===== config.mk =====
export PLATFORM = sky130hd
export DESIGN_NAME = muldiv_unit
export DESIGN_NICKNAME = d
export VERILOG_FILES = /design/src/rtl/muldiv_unit.sv
export SDC_FILE = /design/constraint.sdc
export NUM_CORES = 1
export LEC_CHECK = 0
export CORE_ASPECT_RATIO = 0.75
export CORE_MARGIN = 10
export CORE_UTILIZATION = 48
export DETAILED_ROUTE_END_ITERATION = 16
export PLACE_DENSITY = 0.84
export SETUP_SLACK_MARGIN = 0.4
export SLEW_MARGIN = 0
export SYNTH_ARGS = -nofsm -noshare
export SYNTH_HDL_FRONTEND = slang
export SYNTH_SLANG_ARGS = --single-unit

===== constraint.sdc =====
create_clock -name clock -period 3.1 [get_ports clock]
set_input_delay 0.465 -clock clock [delete_from_list [all_inputs] [get_ports clock]]
set_output_delay 0.465 -clock clock [all_outputs]
set_load 0.005 [all_outputs]

===== src/rtl/muldiv_unit.sv =====
// muldiv_unit: iterative 32-bit unsigned multiply / divide unit with a
// register-file write-back port.
// The FSM runs IDLE -> RUN (32 cycles) -> WB (1 cycle) -> IDLE, so the
// latency is fixed at 33 cycles from the accepting edge.
// Optional feature macro: MULDIV_DIV_EN compiles in the restoring divider
// for DIVU/REMU. Without it those ops still take the normal RUN/WB timing
// and write back 0.
module muldiv_unit (
   input  logic        clock,
   input  logic        reset,
   input  logic        start,
   input  logic [1:0]  op,
   input  logic [31:0] operand_a,
   input  logic [31:0] operand_b,
   input  logic [4:0]  dest_reg,
   output logic        busy,
   output logic        write_enable,
   output logic [4:0]  write_reg,
   output logic [31:0] write_data
);

   typedef enum logic [1:0] {IDLE, RUN, WB} state_t;

   state_t      state_reg, state_next;
   logic [5:0]  count_reg;
   logic [1:0]  op_reg;
   logic [4:0]  dest_hold_reg;
   logic [31:0] b_reg;
   // hi/lo hold {accumulator, multiplier} for multiply and
   // {remainder, dividend/quotient} for divide.
   logic [31:0] hi_reg, lo_reg;
   logic [31:0] hi_next, lo_next;
   logic [32:0] add_sum;
   logic [31:0] result;

`ifdef MULDIV_DIV_EN
   logic [32:0] shifted;
   logic [32:0] diff;
`endif

   // Next-state logic: RUN lasts while the counter walks 0..31.
   always_comb begin
      state_next = state_reg;
      case (state_reg)
         IDLE:    if (start) state_next = RUN;
         RUN:     if (count_reg == 6'd31) state_next = WB;
         WB:      state_next = IDLE;
         default: state_next = IDLE;
      endcase
   end

   // One datapath step: shift-add for multiply, restoring shift-subtract for divide.
   always_comb begin
      add_sum = {1'b0, hi_reg} + (lo_reg[0] ? {1'b0, b_reg} : 33'd0);
      hi_next = add_sum[32:1];
      lo_next = {add_sum[0], lo_reg[31:1]};
`ifdef MULDIV_DIV_EN
      // Remainder stays below the divisor, so bit 32 of diff is a clean borrow.
      // A zero divisor never borrows: quotient fills with ones, remainder becomes a.
      shifted = {hi_reg, lo_reg[31]};
      diff    = shifted - {1'b0, b_reg};
      if (op_reg[1]) begin
         if (!diff[32]) begin
            hi_next = diff[31:0];
            lo_next = {lo_reg[30:0], 1'b1};
         end else begin
            hi_next = shifted[31:0];
            lo_next = {lo_reg[30:0], 1'b0};
         end
      end
`endif
   end

   // Result selection from the finished hi/lo pair.
   always_comb begin
      result = 32'd0;
      case (op_reg)
         2'b00: result = lo_reg;
         2'b01: result = hi_reg;
`ifdef MULDIV_DIV_EN
         2'b10: result = lo_reg;
         2'b11: result = hi_reg;
`else
         2'b10: result = 32'd0;
         2'b11: result = 32'd0;
`endif
         default: result = 32'd0;
      endcase
   end

   // State register plus operand latching and iteration; start is only seen in IDLE.
   always_ff @(posedge clock) begin
      if (reset) begin
         state_reg     <= IDLE;
         count_reg     <= 6'd0;
         op_reg        <= 2'b00;
         dest_hold_reg <= 5'd0;
         b_reg         <= 32'd0;
         hi_reg        <= 32'd0;
         lo_reg        <= 32'd0;
      end else begin
         state_reg <= state_next;
         case (state_reg)
            IDLE: begin
               if (start) begin
                  op_reg        <= op;
                  dest_hold_reg <= dest_reg;
                  b_reg         <= operand_b;
                  hi_reg        <= 32'd0;
                  lo_reg        <= operand_a;
                  count_reg     <= 6'd0;
               end
            end
            RUN: begin
               hi_reg    <= hi_next;
               lo_reg    <= lo_next;
               count_reg <= count_reg + 6'd1;
            end
            WB: begin
               count_reg <= 6'd0;
            end
            default: count_reg <= 6'd0;
         endcase
      end
   end

   // Write-back port is driven only in WB; register 0 is never written.
   always_comb begin
      busy         = (state_reg != IDLE);
      write_enable = (state_reg == WB) && (dest_hold_reg != 5'd0);
      write_reg    = (state_reg == WB) ? dest_hold_reg : 5'd0;
      write_data   = (state_reg == WB) ? result : 32'd0;
   end

endmodule


# Yosys cells after proc, flatten, opt, wreduce, memory -nomap -nowiden
# Index checks and enable logic that the tools add are counted.
[word_totals]
n_memories = 0
rom_bits = 0
out_inout_bits = 39
mem_bits_rw = 0
latch_bits = 0
ff_bits = 111
[op_classes]
shift = 0
n_eq_ne = 8
bitwise = 0
mul = 0
muxes = 13
n_lt_le_gt_ge = 0
n_reduce_logical = 10
div_mod_pow = 0
add_sub_neg = 2
[ops]
columns = ["op", "count"]
rows = [
  ["32-bit 2-to-1 mux", 4],
  ["32-bit one-hot mux with 2 select lines", 2],
  ["32-bit one-hot mux with 3 select lines", 1],
  ["32-bit by 32-bit adder with 33-bit output", 1],
  ["6-bit one-hot mux with 2 select lines", 1],
  ["6-bit by 1-bit adder with 6-bit output (second input constant)", 1],
  ["2-bit == test (second input constant)", 3],
  ["6-bit by 5-bit == test with 1-bit output (second input constant)", 1],
  ["6-bit 2-to-1 mux", 1],
  ["2-bit AND reduction", 3],
  ["5-bit 2-to-1 mux", 1],
  ["5-bit nonzero test", 1],
  ["2-bit by 1-bit == test with 1-bit output (second input constant)", 2],
  ["2-bit zero test", 2],
  ["2-bit 2-to-1 mux", 2],
  ["2-bit inequality test (second input constant)", 2],
  ["2-bit one-hot mux with 2 select lines", 1],
  ["2-bit nonzero test", 2],
  ["2-bit OR reduction", 1],
  ["1-bit logical AND", 1],
]

# Longest topological paths before layout
[depth]
depth_word = 4
depth_mapped = 14
mapped_depth_nobuf = 13

# Worst setup path after synthesis
# OpenSTA, ideal clock, no wires.
[synth_path]
path_kind = "register -> register"
startpoint = "reg lo_reg[0]"
endpoint = "reg hi_reg[29]"
synth_period_minus_slack_ns = 2.982
path_stages_with_launch = 13
setup_slack_ns = 0.118
path_buffers = 1
t_required_ns = 2.983
t_arrival_ns = 2.866
path_cell_list = "dfxtp_1 clkbuf_1 and2_1 ha_1 a21o_1 a21o_1 or3_1 or3_1 a311oi_2 o21bai_2 a221oi_2 xnor2_1 a22o_1"
[synth_between]
elab_chain_cells = 3
[synth_lines]
columns = ["item", "line", "text"]
rows = [
  ["start, declared", "31", "logic [31:0] hi_reg, lo_reg;"],
  ["start signal, assigned", "110", "lo_reg <= operand_a;"],
  ["start signal, assigned", "116", "lo_reg <= lo_next;"],
  ["32-bit 2-to-1 mux", "54", "add_sum = {1'b0, hi_reg} + (lo_reg[0] ? {1'b0, b_reg} : 33'd0);"],
  ["32-bit by 32-bit adder with 33-bit output", "54", ""],
  ["32-bit one-hot mux with 2 select lines", "103", "case (state_reg)"],
  ["end signal, assigned", "115", "hi_reg <= hi_next;"],
  ["end, declared", "31", ""],
]
# Every way passes these cells.
# A chain may end at the register's enable or synchronous reset.

# Worst setup path after layout
[layout_path]
startpoint = "reg lo_reg[0]"
endpoint = "reg hi_reg[28]"
# The elaborated chain is that of the path after synthesis.

==> Flow_metrics.wiki <==
{| class="wikitable"
! Metric !! Value
|-
| Status || complete, no violations
|-
| Maximum Capacitance Violations || 0
|-
| Number of antenna violations at the first check in global routing || 0
|-
| GP Congestion || 0.941
|-
| Class of the most critical hold timing path || flip-flop to flip-flop
|-
| Final setup vio count || 0
|-
| Height of the die || roughly 120 µm
|-
| Share of layout cells above drive strength 1 || 0.149
|-
| Routed wire length || around 20 mm
|-
| Worst Min Path Start || b_reg[4]
|-
| Die X-Extent || 153 µm
|-
| Crit path required time || 3.34 ns
|-
| Number of synthesis warnings || 0
|-
| Estimated wirelength of the detail-placed design || 13.0 mm
|-
| RR Startpoint || lo_reg[0]
|-
| Final design utilization || 0.671
|-
| Startpoint type of the worst setup path || flip-flop
|-
| Worst hold path stage count || 2
|-
| Synthesis-to-finish area growth || 36.8%
|-
| Worst slew slack as a fraction of its limit || 0.393
|-
| Post-Syn Nets || between 900 and 1000
|-
| Fin crit period || 3.00 ns
|-
| Die outline area || approximately 0.018 mm²
|-
| Path depth of the worst reg2reg path || 12
|-
| Total of buffers placed on input and output ports || 112
|-
| Gr usage total || 0.194
|-
| Max VDD drop || 0.000272 V
|-
| GRT overflow || 0
|-
| CP Class || flip-flop to flip-flop
|-
| Mean instance size in the synthesized netlist || ~7.8 µm²
|-
| Mapped cell area || 0.00639 mm²
|-
| Number of synthesized register bits || 111
|-
| Number of failing hold endpoints at the final stage || 0
|-
| Fin Clk Skew || 0.0121 ns
|-
| Cell count after synthesis || 820
|-
| Internal reg-to-reg setup slack || 0.1 ns
|-
| Area of the core || 0.0130 mm²
|-
| Sinks on Clock Net || 111
|-
| Nets@finish || 1045
|-
| Power density over the cells || 377 mW/mm²
|-
| Sequential area share after synthesis || 0.348
|-
| Capturing point of the worst reg2reg path || hi_reg[28]
|-
| Count of flip-flops with a built-in enable after synthesis || 0
|-
| Number of clock buffers inserted by TritonCTS || 9
|-
| Via Count || 6335
|-
| Antenna fix cells || 0
|-
| Global-route wire length before repair || 30.1 mm
|-
| Maximum buffer depth of the clock tree || 2
|-
| Post-route fraction of the period consumed by the critical path || 0.969
|-
| Top routing layer in use || met4
|-
| Pins Over Slew Limit || 0
|-
| Placement Rows || 36
|-
| Asr flop ratio synth || 0
|-
| Clock latency at the later pin of the worst-skew pair || approximately 0.35 ns
|-
| Clock-pin slew reported for the worst setup and hold paths after clock tree synthesis || 0.08 ns
|-
| Number of global-route vias before repair || approximately 6000
|-
| CP arrival || 3.25 ns
|-
| DR vias/cell || 5.69
|-
| Hold buffers post-CTS || 0
|-
| Initial DRC count || 663
|-
| Count of fill cells added during filler insertion || a little over 1000
|-
| Pin slew with the least headroom to its limit || 0.910 ns
|-
| RSZ-0062 raised after global routing || yes
|-
| DR WL met2 || 8.62 mm
|-
| CP Max Fanout || 12
|-
| Met3 routed wirelength || 1.64 mm
|-
| Cell variety after synth || 46
|-
| Buffer cell driving the clock tree root || sky130_fd_sc_hd__clkbuf_16
|-
| Router iterations before antenna repair || 5
|-
| FF+latch area || 0.00223 mm²
|-
| Multi-input logic area || 0.00438 mm²
|-
| Num ports || between 100 and 150
|-
| Pleak || 3.37 nW
|-
| Worst hold endpoint || b_reg[4]
|-
| Final Power || 3.30 mW
|-
| Wirelength per Cell || 17.5 µm
|-
| Dominant synthesized flop cell || sky130_fd_sc_hd__dfxtp_1
|-
| Routed metal-1 wirelength || 8.95 mm
|-
| Antenna Violating Nets Remaining || 0
|-
| Post-detailed-route DRC marker count || 0
|-
| Category of the worst setup path capture point || flip-flop
|-
| Pin count of the biggest net entering global routing || 63
|-
| CTS tree || built
|-
| Worst Hold Margin || 0.458 ns
|-
| CTS H-Tree Depth || 3
|-
| Peak clock frequency supported by timing || 333 MHz
|-
| Initial standard-cell utilization of the core || 0.491
|}
-- cell type report --
type / instances / share of cell area
clock inverters: 7 / 0.0117
multi-input cells: 644 / 0.501
flip-flops and latches: 111 / 0.255
repair buffers: 160 / 0.178
well taps: 171 / 0.0245
clock buffers: 9 / 0.0258
inverters: 11 / 0.00472
-- kinds of logic after synthesis --
logic type                 count (synthesis)  share of synthesized area
adders and majority gates                 34                     0.0678
and+or+nand+nor                          349                      0.241
xor gates and xnor gates                  28                     0.0384
DFF                                      111                      0.348
muxes                                     33                     0.0517
buffers and inverters                     65                     0.0382
AOI/OAI and AO/OA                        200                      0.215
-- power breakdown --
part	switching, mW	internal [mW]	total, mW	leakage (nW)
clock	0.554	0.720	1.27	0.162
sequential	0.0628	1.50	1.56	0.909
combinational	0.236	0.228	0.463	2.30
-- worst max-delay path by stage --
stage               cells after the start       from    endpoint  slack [ns]
detailed placement                     12  lo_reg[0]  hi_reg[30]        0.07
finish                                 12  lo_reg[0]  hi_reg[28]         0.1
global route                           13  lo_reg[0]  hi_reg[28]       -0.04
CTS                                    12  lo_reg[0]  hi_reg[29]        0.20
floorplan                              12  lo_reg[0]  hi_reg[29]        0.26
global placement                       12  lo_reg[0]  hi_reg[24]        0.13
-- placed cells by master (no fill, tap or decap), types with 3 or more instances in the layout --
cell,n
sky130_fd_sc_hd__nand2_1,161
sky130_fd_sc_hd__clkdlybuf4s50_1,111
sky130_fd_sc_hd__dfxtp_1,109
sky130_fd_sc_hd__nor2_1,88
sky130_fd_sc_hd__a21oi_1,69
sky130_fd_sc_hd__buf_4,39
sky130_fd_sc_hd__mux2i_1,33
sky130_fd_sc_hd__a311oi_1,33
sky130_fd_sc_hd__and2_1,28
sky130_fd_sc_hd__xnor2_1,22
sky130_fd_sc_hd__a22o_1,19
sky130_fd_sc_hd__a21o_1,17
sky130_fd_sc_hd__ha_1,15
sky130_fd_sc_hd__nand3_1,14
sky130_fd_sc_hd__ha_4,14
sky130_fd_sc_hd__and2_4,13
sky130_fd_sc_hd__inv_1,10
sky130_fd_sc_hd__clkbuf_16,9
sky130_fd_sc_hd__nor2b_1,8
sky130_fd_sc_hd__and3_1,8
sky130_fd_sc_hd__a21oi_2,8
sky130_fd_sc_hd__o21a_1,7
sky130_fd_sc_hd__a31oi_1,6
sky130_fd_sc_hd__o21ai_0,6
sky130_fd_sc_hd__nand3b_1,5
sky130_fd_sc_hd__xor2_1,5
sky130_fd_sc_hd__buf_12,5
sky130_fd_sc_hd__ha_2,4
sky130_fd_sc_hd__buf_6,4
sky130_fd_sc_hd__nand2b_1,3
sky130_fd_sc_hd__o21ai_1,3
sky130_fd_sc_hd__o21bai_1,3
sky130_fd_sc_hd__o21bai_4,3
sky130_fd_sc_hd__nor3_1,3
-- stage by stage --
| step | area, µm² | std cells | worst slack [ns] | TNS [ns] |
|---|---|---|---|---|
| final | 8740 | 1113 | 0.0954 | 0 |
| after global placement | 7850 | 1074 | 0.126 | 0 |
| after global routing | 8740 | 1113 | -0.0401 | -0.0401 |
| after CTS | 8570 | 1108 | 0.204 | 0 |
| after floorplan | 6480 | 820 | 0.260 | 0 |
| after detailed placement | 7850 | 1074 | 0.0741 | 0 |
-- synth_stat cells, types with 3 or more instances --
| library cell | n | area, µm² |
|---|---|---|
| sky130_fd_sc_hd__o21bai_1 | 7 | 52.6 |
| sky130_fd_sc_hd__nand2b_1 | 4 | 25.0 |
| sky130_fd_sc_hd__nor2b_1 | 9 | 56.3 |
| sky130_fd_sc_hd__or3_1 | 3 | 18.8 |
| sky130_fd_sc_hd__a31oi_1 | 9 | 56.3 |
| sky130_fd_sc_hd__a21o_1 | 17 | 128 |
| sky130_fd_sc_hd__mux2i_1 | 33 | 330 |
| sky130_fd_sc_hd__inv_1 | 11 | 41.3 |
| sky130_fd_sc_hd__nand2_1 | 163 | 612 |
| sky130_fd_sc_hd__xnor2_1 | 22 | 193 |
| sky130_fd_sc_hd__nand3_1 | 15 | 75.1 |
| sky130_fd_sc_hd__nor3_1 | 4 | 20.0 |
| sky130_fd_sc_hd__ha_1 | 33 | 413 |
| sky130_fd_sc_hd__o21ai_0 | 10 | 50.1 |
| sky130_fd_sc_hd__nand3b_1 | 5 | 37.5 |
| sky130_fd_sc_hd__nor2_1 | 90 | 338 |
| sky130_fd_sc_hd__a22o_1 | 19 | 166 |
| sky130_fd_sc_hd__a211oi_1 | 3 | 22.5 |
| sky130_fd_sc_hd__clkbuf_1 | 48 | 180 |
| sky130_fd_sc_hd__buf_1 | 6 | 22.5 |
| sky130_fd_sc_hd__a311oi_1 | 34 | 298 |
| sky130_fd_sc_hd__dfxtp_1 | 111 | 2220 |
| sky130_fd_sc_hd__xor2_1 | 6 | 52.6 |
| sky130_fd_sc_hd__o21a_1 | 7 | 52.6 |
| sky130_fd_sc_hd__a21oi_1 | 78 | 390 |
| sky130_fd_sc_hd__and2_1 | 42 | 263 |
| sky130_fd_sc_hd__and3_1 | 8 | 50.1 |
-- critical path: stages (launching register included) --
cell	delay, ns
sky130_fd_sc_hd__dfxtp_4	0.39
sky130_fd_sc_hd__buf_12	0.15
sky130_fd_sc_hd__and2_4	0.16
sky130_fd_sc_hd__ha_4	0.29
sky130_fd_sc_hd__nand2_2	0.07
sky130_fd_sc_hd__or3_1	0.38
sky130_fd_sc_hd__o21a_1	0.24
sky130_fd_sc_hd__a211oi_2	0.30
sky130_fd_sc_hd__a41o_1	0.30
sky130_fd_sc_hd__and2_1	0.18
sky130_fd_sc_hd__a311oi_2	0.11
sky130_fd_sc_hd__xnor2_1	0.14
sky130_fd_sc_hd__a22o_1	0.19
-- what timing repair did --
item / CTS / global route
buffers inserted: 18 / 5
gates resized for setup: 50 / 27
pin swaps: 31 / 20
endpoints found under the setup margin: 17 / 22
-- layer usage --
layer | global-route usage | vias to the layer above
met5 | 0 | -
met4 | 0.0517 | 0
met3 | 0.0589 | 30
met2 | 0.296 | 245
met1 | 0.260 | 2951
li1 | - | 3109
Power figures use the tool's default switching activity.
==> edit 1: new RTL, config.mk and constraints unchanged <==
Re-encode `state_t` (3 states) as one-hot, 3 bits wide.
--- a/src/rtl/muldiv_unit.sv
+++ b/src/rtl/muldiv_unit.sv
@@ -21,3 +21,3 @@
 
-   typedef enum logic [1:0] {IDLE, RUN, WB} state_t;
+   typedef enum logic [2:0] {IDLE = 3'b001, RUN = 3'b010, WB = 3'b100} state_t;
 
Check against the original RTL: same outputs for any inputs over 10 cycles, from zero or initial values and one cycle with reset high; not proved beyond that.
==> edit 1 against the original RTL <==
Power is 2.7% lower. Design area is 3.1% lower. Cell count is 0.18% lower. Area after synthesis is 1.4% higher. Wire length is 7.0% lower. Sequential cell count is 1 higher. Clock skew is 1.9 ps lower. Combinational power is 11% lower. Via count is 0.22% higher. Worst setup slack better by 45 ps. Clock power is 3% lower. Largest power group unchanged.
==> edit 1: results (changes against the original RTL) <==
GRT
  – First-pass GRT wire length: 29600 um (-1.7%)
  – Initial antenna violation count: 1 (+1)
  – Vias in the first global route: 6161 (+3.3%)
  – Pin count of the biggest net entering global routing: 62 (-1.6%)
  – Overall routing resource usage: 18.5% (-0.92 points)

Route
  – WL per Instance: 16.3 um (-6.8%)
  – Drt via density: 5.71 (+0.40%)
  – Initial DRC count: 647 (-2.4%)
  – First-pass detailed-route iteration total: 6 (+1)
  – Total routed wirelength: 18200 um (-7.0%)

Synthesis
  – Netlist cell types: 53 (+15%)
  – Asr flop ratio synth: 0% (unchanged)
  – Post-synthesis xor/xnor area fraction: 4.06% (+0.22 points)
  – Synth warnings: 0 (unchanged)
  – Top cells by count, synth: nand2_1, dfxtp_1, nor2_1
  – Post-synthesis sequential area ratio: 34.6% (-0.18 points)
  – Synth Area in Compound Gates: 22.0% (+0.49 points)
  – Mux contribution to synthesized area: 5.10% (-0.073 points)
  – Syn nets: 946 (+1.9%)
  – Mapped Cells: 838 (+2.2%)
  – Primary FF master, synth: dfxtp_1
  – Synth top area cells: dfxtp_1, nand2_1, ha_1
  – Post-synthesis adder-cell area fraction: 6.68% (-0.096 points)

Setup path
  – Critical Path AT: 3210 ps (-40 ps)
  – Critical path type: register to register
  – Worst stage delay on the critical path: 400 ps
  – Worst reg2reg path startpoint: lo_reg[0]
  – Slowest cell on the critical path: or4_1
  – CP top delay family: simple AND/OR/NAND/NOR gates
  – Crit-path max FO: 7 (-5)

Cells and area
  – Share of layout cells above drive strength 1: 10.3% (-4.5 points)
  – Nets@finish: 1042 (-0.29%)

Status
  – Status: finished clean

Clock tree
  – Clk root buf: clkbuf_16
  – CTS clk-pin slew, worst paths: 80 ps (about the same)
  – CTS buffer count: 9 (unchanged)
  – # clock sinks: 112 (+0.90%)
  – Clk buf depth: 2 (unchanged)
  – Clock latency on the worst-skew pair: 350 ps (about the same)
  – H-Tree Depth: 3 (unchanged)

Placed design
  – I/O Buffers: 112 (unchanged)
  – Placed inst area: 7850 um2 (about the same)
  – Placer Congestion: 0.910 (-3.3%)
  – Detail Placement HPWL: 12800 um (-1.3%)
  – # placed instances: 1083 (+0.84%)

STA
  – Worst-Margin Slew: 578 ps (-333 ps)
  – Worst-case clock skew: 10.1 ps (-1.92 ps)

Worst hold path
  – Worst Min Path Start: b_reg[23]
  – Hold WC Path Type: register to register

Power
  – Leak: 3.29 nW (-2.4%)
  – Worst IR Drop VDD: 0.000257 V (-5.6%)
[edit 1: cell types whose count changed after synthesis, sizes merged, moves of 3 or more]
cell / unedited run / this run
a21oi: 78 / 82
a311oi: 35 / 32
and2: 42 / 38
and3: 8 / 1
buf: 6 / 1
clkbuf: 48 / 55
nand2: 163 / 172
nand3b: 5 / 1
nand4: 2 / 6
nor2: 90 / 93
nor2b: 9 / 3
o21ai: 10 / 15
o31ai: 1 / 4
xor2: 6 / 9
[edit 1: through the flow]
| stage | setup slack [ps] | hold WS [ps] | total power, mW | utilization (%) |
|---|---|---|---|---|
| final | 141 | 454 | 3.21 | 64.6 |
| after global routing | 44.4 | 477 | 3.33 | 64.6 |
| after CTS | 184 | 455 | 3.22 | 63.1 |
| after detailed placement | 133 | 445 | 2.00 | 59.9 |
| after global placement | 163 | 442 | 1.99 | 59.9 |
| after floorplan | 151 | 431 | 1.82 | - |
[edit 1: area by class of cell]
type,count,area (um2)
Timing Repair Buffer,141,1400
Sequential cell,112,2250
Antenna cell,1,2.50
Clock inverter,6,83.8
Inverter,13,48.8
Fill cell,1073,4640
Tap cell,171,214
Multi-Input combinational cell,657,4250
Clock buffer,10,229
[edit 1: worst reg2reg max path: stages, from the launching register on]
cell and delay [ps]:
dfxtp_4 370, and2_1 160, ha_1 360, a21o_1 250, nand3_1 100, nand2_1 100, or2_1 270, a211o_4 350
a31oi_4 180, nor3_2 70, or4_1 400, a32o_1 250
[edit 1: power breakdown]
part	switching [mW]	internal, mW
Sequential	0.0550	1.51
Clock	0.525	0.706
Combinational	0.211	0.203
[edit 1: path summary, 6_finish.rpt]
check	slack (ps)	depth (start not counted)	endpoint
worst max-delay path	140	11	hi_reg[29]
worst min-delay path	450	2	b_reg[23]
worst max register to register	140	11	hi_reg[29]
worst min register to register	450	2	b_reg[23]
[edit 1: repair_timing]
action	in CTS	in global routing
endpoints found under the setup margin	12	40
pin swaps	15	21
gates resized for setup	15	29
buffers inserted	6	5
[edit 1: cell families after synthesis]
| family | count (synthesis) |
|---|---|
| compound gates | 210 |
| mux | 33 |
| simple gates | 350 |
| flops | 112 |
| xor+xnor | 30 |
| buf+inv | 69 |
| fa+ha+maj | 34 |
[edit 1: routing by layer]
layer	wire length (um)	part of all wire [%]	GRT usage (%)	vias to the layer above
li1	-	-	-	3109
met1	8210	45	23.9	2973
met2	8060	44	28.7	233
met3	1610	8.9	7.08	34
met4	278	1.5	3.47	0
met5	0	0	0	-
==> edit 2: new RTL, same settings <==
Without the edit above. The option `MULDIV_DIV_EN` is turned on by a define.
--- a/src/rtl/muldiv_unit.sv
+++ b/src/rtl/muldiv_unit.sv
@@ -7,2 +7,4 @@
 // and write back 0.
+`define MULDIV_DIV_EN
+
 module muldiv_unit (
Formal check against the unedited RTL: no difference found for any inputs over 10 cycles, from zero or initial values and one cycle with reset high; that may be too few to reach the edited logic, so the function may still have changed.
==> edit 2 against the original RTL <==
Maximum frequency fell by 7.7%. The flow now finishes with violations (setup timing). Design area is 40% higher. Power is 42% higher. Wire length rose by 69%. Area after synthesis increased by 39%. Highest routed layer is now met5. Worst setup slack worse by 250 ps. Sequential cell count stayed put. Critical endpoint is now hi_reg[19].
==> edit 2: results (changes against the original RTL) <==
Status
  – Status: finished, violations left
  – Failing checks: setup timing

STA
  – Worst-case clock skew: 17.9 ps (+5.87 ps)
  – Post-route setup slack: -154 ps (-250 ps)
  – Max-Slew Margin vs Limit: 50.5% (+11 points)
  – WHS: 470 ps (+12.1 ps)
  – Final setup viols: 25 (+25)

Clock tree
  – CTS clk-pin slew, worst paths: 90 ps
  – CTS buffer count: 9 (unchanged)
  – Clock latency on the worst-skew pair: 380 ps (+30 ps)
  – Clk buf depth: 2 (unchanged)

Synthesis
  – Syn nets: 1353 (+46%)
  – Synth top area cells: dfxtp_1, ha_1, nand2_1
  – Mux contribution to synthesized area: 4.17% (-1.0 points)
  – Synth Area in Compound Gates: 27.8% (+6.3 points)
  – Post-synthesis xor/xnor area fraction: 5.12% (+1.3 points)
  – Top cells by count, synth: nand2_1, a21oi_1, dfxtp_1
  – Netlist cell types: 61 (+33%)
  – Post-synthesis adder-cell area fraction: 9.59% (+2.8 points)
  – Mapped Cells: 1212 (+48%)
  – Synth warnings: 0 (unchanged)
  – Post-synthesis sequential area ratio: 25.0% (-9.8 points)

Worst hold path
  – Worst hold endpoint: dest_hold_reg[3]
  – Worst Min Path Start: dest_hold_reg[3]
  – Cell count of the worst hold path: 2 (unchanged)

Power
  – Worst IR Drop VDD: 0.000316 V (+16%)
  – Switching portion of total power: 37.0% (+11 points)
  – Leak: 4.99 nW (+48%)

Placed design
  – Placer Congestion: 0.997 (+6.0%)
  – Detail Placement HPWL: 22400 um (+72%)
  – # placed instances: 1596 (+49%)
  – DP Worst Slack: -114 ps (-188 ps)
  – Placed inst area: 11000 um2 (+40%)

Route
  – Initial DRC count: 1115 (+68%)
  – First-pass detailed-route iteration total: 7 (+2)
  – Via count: 10114 (+60%)
  – Total routed wirelength: 33000 um (+69%)
  – WL per Instance: 20.1 um (+15%)

GRT
  – Vias in the first global route: 9348 (+57%)
  – Pin count of the biggest net entering global routing: 84 (+33%)
  – Overall routing resource usage: 25.1% (+5.7 points)
  – First-pass GRT wire length: 49300 um (+63%)
  – Initial antenna violation count: 1 (+1)

Setup path
  – Crit-path max FO: 7 (-5)
  – Worst reg2reg path startpoint: b_reg[5]
  – Worst stage delay on the critical path: 440 ps (+50 ps)
  – Critical Path AT: 3530 ps (+280 ps)
  – Reg2reg end: hi_reg[19]
  – Slowest cell on the critical path: a2111o_1
  – FF-to-FF path depth: 14 (+2)

Cells and area
  – Nets@finish: 1534 (+47%)
  – Share of layout cells above drive strength 1: 20.3% (+5.4 points)
[edit 2: changes by cell type in the layout (fill, tap and decap cells not counted), sizes merged, moves of 18 or more]
cell	unedited run	this run
a22o	19	1
nor2b	9	36
o21ai	10	53
a21oi	78	125
ha	33	65
inv	14	56
a22oi	0	19
buf	49	129
a211oi	4	37
nand2	163	199
[edit 2: how the worst max path moves through the flow]
stage                from          to  cells after the start
6_report         b_reg[5]  hi_reg[19]                     14
3_5_place_dp   lo_reg[31]  hi_reg[29]                     14
4_1_cts         hi_reg[4]   hi_reg[6]                     14
2_1_floorplan   hi_reg[4]  hi_reg[27]                     11
3_3_place_gp    lo_reg[0]  hi_reg[30]                     14
5_1_grt          b_reg[5]  hi_reg[19]                     14
[edit 2: cell families after synthesis]
logic type,after synthesis
buf+inv,122
flops,111
fa+ha+maj,67
simple gates,448
compound gates,375
mux,37
xor+xnor,52
[edit 2: metrics by stage]
stage                     setup TNS, ps  util (%)
final                             -1480      66.9
after global routing              -3500      66.9
after global placement            -50.4      59.7
after floorplan                       0         -
after CTS                          -943      64.0
after detailed placement           -820      59.7
[edit 2: power groups by stage]
stage / sequential (mW) / clock, mW / combinational (mW)
after global placement: 1.64 / 0 / 1.27
after CTS: 1.61 / 1.21 / 1.59
after global routing: 1.62 / 1.27 / 1.95
final: 1.61 / 1.22 / 1.84
after detailed placement: 1.64 / 0 / 1.30
after floorplan: 1.60 / 0 / 0.879
[edit 2: final cells by class]
cell class	instances	area [um2]
Clock inverter	6	60.1
Inverter	51	191
Timing Repair Buffer	241	2300
Clock buffer	9	225
Multi-Input combinational cell	979	6950
Sequential cell	111	2240
Tap cell	247	309
Fill cell	1432	6080
[edit 2: routing by layer]
metal / GRT usage (%) / wire (um)
met4: 8.71 / 1070
met5: 0 / 12
met1: 34.3 / 13600
met3: 6.42 / 4180
met2: 37.4 / 14200
[edit 2: timing repair]
action,CTS,global route
pin swaps,33,41
gates cloned,3,1
setup endpoints to repair,33,64
resized for setup,69,89
buffers inserted,16,13
[edit 2: worst min-delay path: cells and delay by family (launching register included)]
kind,cells,cell delay [ps]
AO/OA/AOI/OAI,1,50
AND/OR/NAND/NOR,1,50
flip-flops,1,320
